--- src/rtl/addsub_sequencer.sv ---
// Sequencer driving an external 4-bit adder-subtracter.
// Performs ADD, SUB, CLR in one step and MUL by repeated addition.
module addsub_sequencer (
    input  logic       clk,
    input  logic       rst,
    input  logic       start,
    input  logic [1:0] op,
    input  logic [3:0] a_in,
    input  logic [3:0] b_in,
    output logic [3:0] as_a,
    output logic [3:0] as_b,
    output logic       as_sub,
    input  logic [3:0] as_s,
    input  logic       as_carry,
    output logic       busy,
    output logic       done,
    output logic [3:0] result,
    output logic       carry_out,
    output logic       zero,
    output logic       ovf
);

    typedef enum logic [1:0] {
        S_IDLE = 2'd0,
        S_EXEC = 2'd1,
        S_DONE = 2'd2
    } state_t;

    localparam logic [1:0] OP_ADD = 2'b00;
    localparam logic [1:0] OP_SUB = 2'b01;
    localparam logic [1:0] OP_MUL = 2'b10;
    localparam logic [1:0] OP_CLR = 2'b11;

    state_t     r_state;
    state_t     w_next;
    logic [3:0] r_opa;
    logic [3:0] r_opb;
    logic [1:0] r_opc;
    logic [3:0] r_acc;
    logic [3:0] r_count;
    logic       r_ovf_int;
    logic [3:0] r_result;
    logic       r_carry;
    logic       r_zero;
    logic       r_ovf;
    logic       w_mul_last;

    assign w_mul_last = (r_count == 4'd0);

    always_ff @(posedge clk or posedge rst) begin
        if (rst) begin
            r_state <= S_IDLE;
        end else begin
            r_state <= w_next;
        end
    end

    always_comb begin
        w_next = r_state;
        as_a   = 4'd0;
        as_b   = 4'd0;
        as_sub = 1'b0;
        unique case (r_state)
            S_IDLE: begin
                if (start) w_next = S_EXEC;
            end
            S_EXEC: begin
                if (r_opc == OP_MUL) begin
                    as_a = r_acc;
                    as_b = r_opa;
                    if (w_mul_last) w_next = S_DONE;
                end else begin
                    as_a   = r_opa;
                    as_b   = r_opb;
                    as_sub = r_opc[0];
                    w_next = S_DONE;
                end
            end
            S_DONE: begin
                w_next = S_IDLE;
            end
            default: begin
                w_next = S_IDLE;
            end
        endcase
    end

    always_ff @(posedge clk or posedge rst) begin
        if (rst) begin
            r_opa     <= 4'd0;
            r_opb     <= 4'd0;
            r_opc     <= 2'd0;
            r_acc     <= 4'd0;
            r_count   <= 4'd0;
            r_ovf_int <= 1'b0;
            r_result  <= 4'd0;
            r_carry   <= 1'b0;
            r_zero    <= 1'b1;
            r_ovf     <= 1'b0;
        end else if (r_state == S_IDLE) begin
            if (start) begin
                r_opa     <= a_in;
                r_opb     <= b_in;
                r_opc     <= op;
                r_acc     <= 4'd0;
                r_count   <= b_in;
                r_ovf_int <= 1'b0;
            end
        end else if (r_state == S_EXEC) begin
            unique case (r_opc)
                OP_ADD, OP_SUB: begin
                    r_result <= as_s;
                    r_carry  <= as_carry;
                    r_ovf    <= 1'b0;
                    r_zero   <= (as_s == 4'd0);
                end
                OP_MUL: begin
                    if (w_mul_last) begin
                        r_result <= r_acc;
                        r_ovf    <= r_ovf_int;
                        r_carry  <= 1'b0;
                        r_zero   <= (r_acc == 4'd0);
                    end else begin
                        r_acc     <= as_s;
                        r_count   <= r_count - 4'd1;
                        r_ovf_int <= r_ovf_int | as_carry;
                    end
                end
                OP_CLR: begin
                    r_result <= 4'd0;
                    r_carry  <= 1'b0;
                    r_ovf    <= 1'b0;
                    r_zero   <= 1'b1;
                end
                default: begin
                    r_result <= r_result;
                end
            endcase
        end
    end

    assign busy      = (r_state != S_IDLE);
    assign done      = (r_state == S_DONE);
    assign result    = r_result;
    assign carry_out = r_carry;
    assign zero      = r_zero;
    assign ovf       = r_ovf;

endmodule

--- config.mk ---
export PLATFORM = sky130hd
export DESIGN_NAME = addsub_sequencer
export DESIGN_NICKNAME = d
export VERILOG_FILES = /design/src/rtl/addsub_sequencer.sv
export SDC_FILE = /design/constraint.sdc
export NUM_CORES = 1
export LEC_CHECK = 0
export CAP_MARGIN = 20
export CORE_MARGIN = 2
export CORE_UTILIZATION = 50
export CTS_CLUSTER_SIZE = 25
export DETAILED_ROUTE_END_ITERATION = 8
export PLACE_DENSITY = 0.81
export SLEW_MARGIN = 20
export SYNTH_ARGS = -nofsm -noshare
export SYNTH_HDL_FRONTEND = slang
export SYNTH_SLANG_ARGS = --single-unit
--- constraint.sdc ---
create_clock -name clk -period 3.3 [get_ports clk]
set_input_delay 0.66 -clock clk [delete_from_list [all_inputs] [get_ports clk]]
set_output_delay 0.66 -clock clk [all_outputs]
set_load 0.01 [all_outputs]
==> flow_summary.yaml <==
layout:
  fin_nets: 222
  antennaDiodeCount: 0
  area_growth_syn_to_layout_pct: 26.8
  fillers: 245
  postLayoutCellArea_sq_mm: 0.00183
  drive_gt1_share_pct: 9.41
drt:
  routed_wl_microns: 3670
  wire_per_inst_microns: 15.8
  drt_first_iter_violations: 74
  top_layer: "met4"
  wl_met2_microns: 1690
  num_vias: 1327
  drc_errors: 0
  viasPerCell: 5.70
  wl_met3_microns: 306
  routedLengthMet1_microns: 1630
  ant_nets: 0
  drt-pass1-iter-count: 4
pwr:
  p_sw_mw: 0.696
  power.share.clock_pct: 9.1
  powerDensity_mw_per_mm2: 893
  switching_share_pct: 42.6
  p_leak_nw: 0.813
  combPwrFrac_pct: 50.6
  ir_worst_vdd_v: 0.000576
  power_frac_seq_pct: 40.3
  p_int_mw: 0.937
yosys:
  synth_warnings: 0
  ys_ff_latch: 28
  synthTopCellsByArea: "dfrtp_1 (47%), nand2_1 (15%), a21oi_1 (3.5%), o21ai_0 (3.1%), a31oi_1 (2.2%)"
  synth_top_cell_by_area: "dfrtp_1"
  yosysUniqueCellTypes: 33
  ys_seq_area_share_pct: 48.7
  synth_area_sq_mm: 0.00144
  synth_top_area_share_pct: 46.8
  synth.net_count: 187
  synth-main-ff-cell: "dfrtp_1"
  synth_edf_count: 0
  syn_inst: 168
  syn_area_per_cell_sq_um: 8.59
  async_flop_share_pct: 100
setup_path:
  critical_path.max_fanout: 9
  reg2reg_slack_ns: 1.37
  r2r_cells: 7
  r2r_end: "r_count[2]$_DFFE_PP0P_"
  end_kind: "output port"
  r2r-start: "r_count[0]$_DFFE_PP0P_"
  crit_path_start_kind: "flop"
  cp.required_ns: 2.64
  arrival_ns: 2.30
  path_class: "flop to output port"
cts:
  cts_tree: "yes"
  insertion_delay_ns: 0.34
  hold_buffers: 0
  cts_sinks: 28
  post_cts_resized: 0
  cts.reportedPaths.clkPinSlew_ns: 0.14
  cts.htree.levels: 1
  cts_setup_buffers: 0
  clockBufferDepth: 2
  cts_buffers: 3
  clockRootBuffer: "clkbuf_4"
hold_path:
  hp-class: "flop to flop"
  min_to: "zero$_DFFE_PP1P_"
  whs_path_depth: 2
  worstHoldStart: "zero$_DFFE_PP1P_"
timing:
  hold_ws_ns: 0.495
  skew_ns: 0.00228
  rsz0062_at_grt: "false"
  slew_headroom_pct: 61.1
  hold_viol: 0
  max_freq_mhz: 338
  slew_violations: 0
  fin_crit_ns: 2.96
  setup_tns_ns: 0
  setup_viol: 0
  worst_pin_slew_ns: 0.583
  post-route-period-util_pct: 89.6
floorplanning:
  row_count: 19
  die-area_sq_mm: 0.00333
  dieWidth_microns: 57.7
  boundaryPins: 36
  fp.coreArea_sq_mm: 0.00276
  start_util_pct: 52.3
  die_h_microns: 57.7
grt:
  grt_max_degree: 29
  grt_use_total_pct: 23.7
  antenna_found_initial: 0
  grt_pass1_vias: 1272
  overflow: 0
  grt_pass1_wl_microns: 6030
status:
  status: "completed"
place:
  io_buffers: 35
  dpl.hpwl_microns: 2670
  place_congestion: 0.956
  dpl_cell_area_sq_mm: 0.00180
job:
  max-cap-violations: 0
[layer usage]
metal / GRT usage (%) / vias to the layer above
li1: - / 628
met1: 34.7 / 616
met2: 36.2 / 76
met3: 4.24 / 7
met4: 7.31 / 0
met5: 0 / -
[power by group through the flow]
stage | registers [mW] | clock network [mW] | logic [mW]
floorplan | 0.616 | 0 | 0.552
global placement | 0.649 | 0 | 0.806
detailed placement | 0.658 | 0 | 0.817
CTS | 0.653 | 0.148 | 0.823
global route | 0.680 | 0.160 | 0.909
finish | 0.659 | 0.149 | 0.826
[sequential cells by signal, indices dropped and copies added, names as in the netlist]
register   flops
r_state        2
r_acc          4
ovf            1
carry_out      1
zero           1
r_opb          4
result         4
r_opa          4
r_ovf_int      1
r_opc          2
r_count        4
[cell families (layout without fill, tap and decap cells)]
kind of cell	after synthesis	after routing	share of synthesized area [%]
compound gates	36	36	16.6
fa+ha+maj	1	1	0.867
buf+inv	17	51	5.90
flops	28	28	48.7
simple gates	86	86	28.0
[final cells by class]
type,instances,area (sq um),share of cell area (%)
clock buffer,4,26.3,1.44
tap,31,38.8,2.12
timing repair buffer,38,373,20.4
multi-input combinational,123,656,35.8
inverter,9,33.8,1.85
sequential,28,702,38.4
[per-stage QoR]
stage | power [mW] | setup slack, ns | cells | utilization (%)
6_report | 1.63 | 0.344 | 233 | 66.3
3_3_place_gp | 1.46 | 0.908 | 229 | 65.4
3_5_place_dp | 1.48 | 0.795 | 229 | 65.4
4_1_cts | 1.62 | 0.395 | 233 | 66.3
2_1_floorplan | 1.17 | 1.50 | 168 | -
5_1_grt | 1.75 | 0.211 | 233 | 66.3
[cell usage after synthesis (4+ instances only)]
| cell type | count |
|---|---|
| inv_1 | 8 |
| o21ai_0 | 9 |
| a21oi_1 | 10 |
| buf_2 | 5 |
| nand2_1 | 59 |
| nor2_1 | 5 |
| dfrtp_1 | 27 |
| a31oi_1 | 5 |
| nand2b_1 | 4 |
| nor2b_1 | 5 |
[worst max-delay path by stage]
| stage | start | cells after the start | slack [ns] | end |
|---|---|---|---|---|
| 3_3_place_gp | r_opc[1]$_DFFE_PP0P_ | 4 | 0.91 | as_a[3] |
| 4_1_cts | r_opc[1]$_DFFE_PP0P_ | 4 | 0.40 | as_a[2] |
| 2_1_floorplan | r_opc[1]$_DFFE_PP0P_ | 5 | 1.50 | as_a[0] |
| 3_5_place_dp | r_opc[1]$_DFFE_PP0P_ | 4 | 0.79 | as_a[2] |
| 6_report | r_opc[1]$_DFFE_PP0P_ | 4 | 0.34 | as_a[2] |
| 5_1_grt | r_opc[1]$_DFFE_PP0P_ | 4 | 0.21 | as_a[2] |
[worst max-delay path: stages, from the launching register on]
cell and delay [ns]:
dfrtp_1 0.52, nor2b_1 0.53, nand2_1 0.16, a21oi_1 0.17, clkdlybuf4s50_1 0.58
[layout by cell type, fill, tap and decap left out, types with 2 or more instances in the layout]
cell type,n
a21oi_1,10
a221oi_2,2
a31oi_1,5
and3_1,2
buf_4,3
clkbuf_4,3
clkdlybuf4s50_1,35
dfrtp_1,27
inv_1,7
inv_2,2
nand2_1,59
nand2b_1,4
nor2_1,5
nor2b_1,5
nor3b_2,2
nor4_1,2
o21ai_0,9
o21ai_1,2
o22ai_1,2
or3_1,2
(Power assumes the default switching activity.)
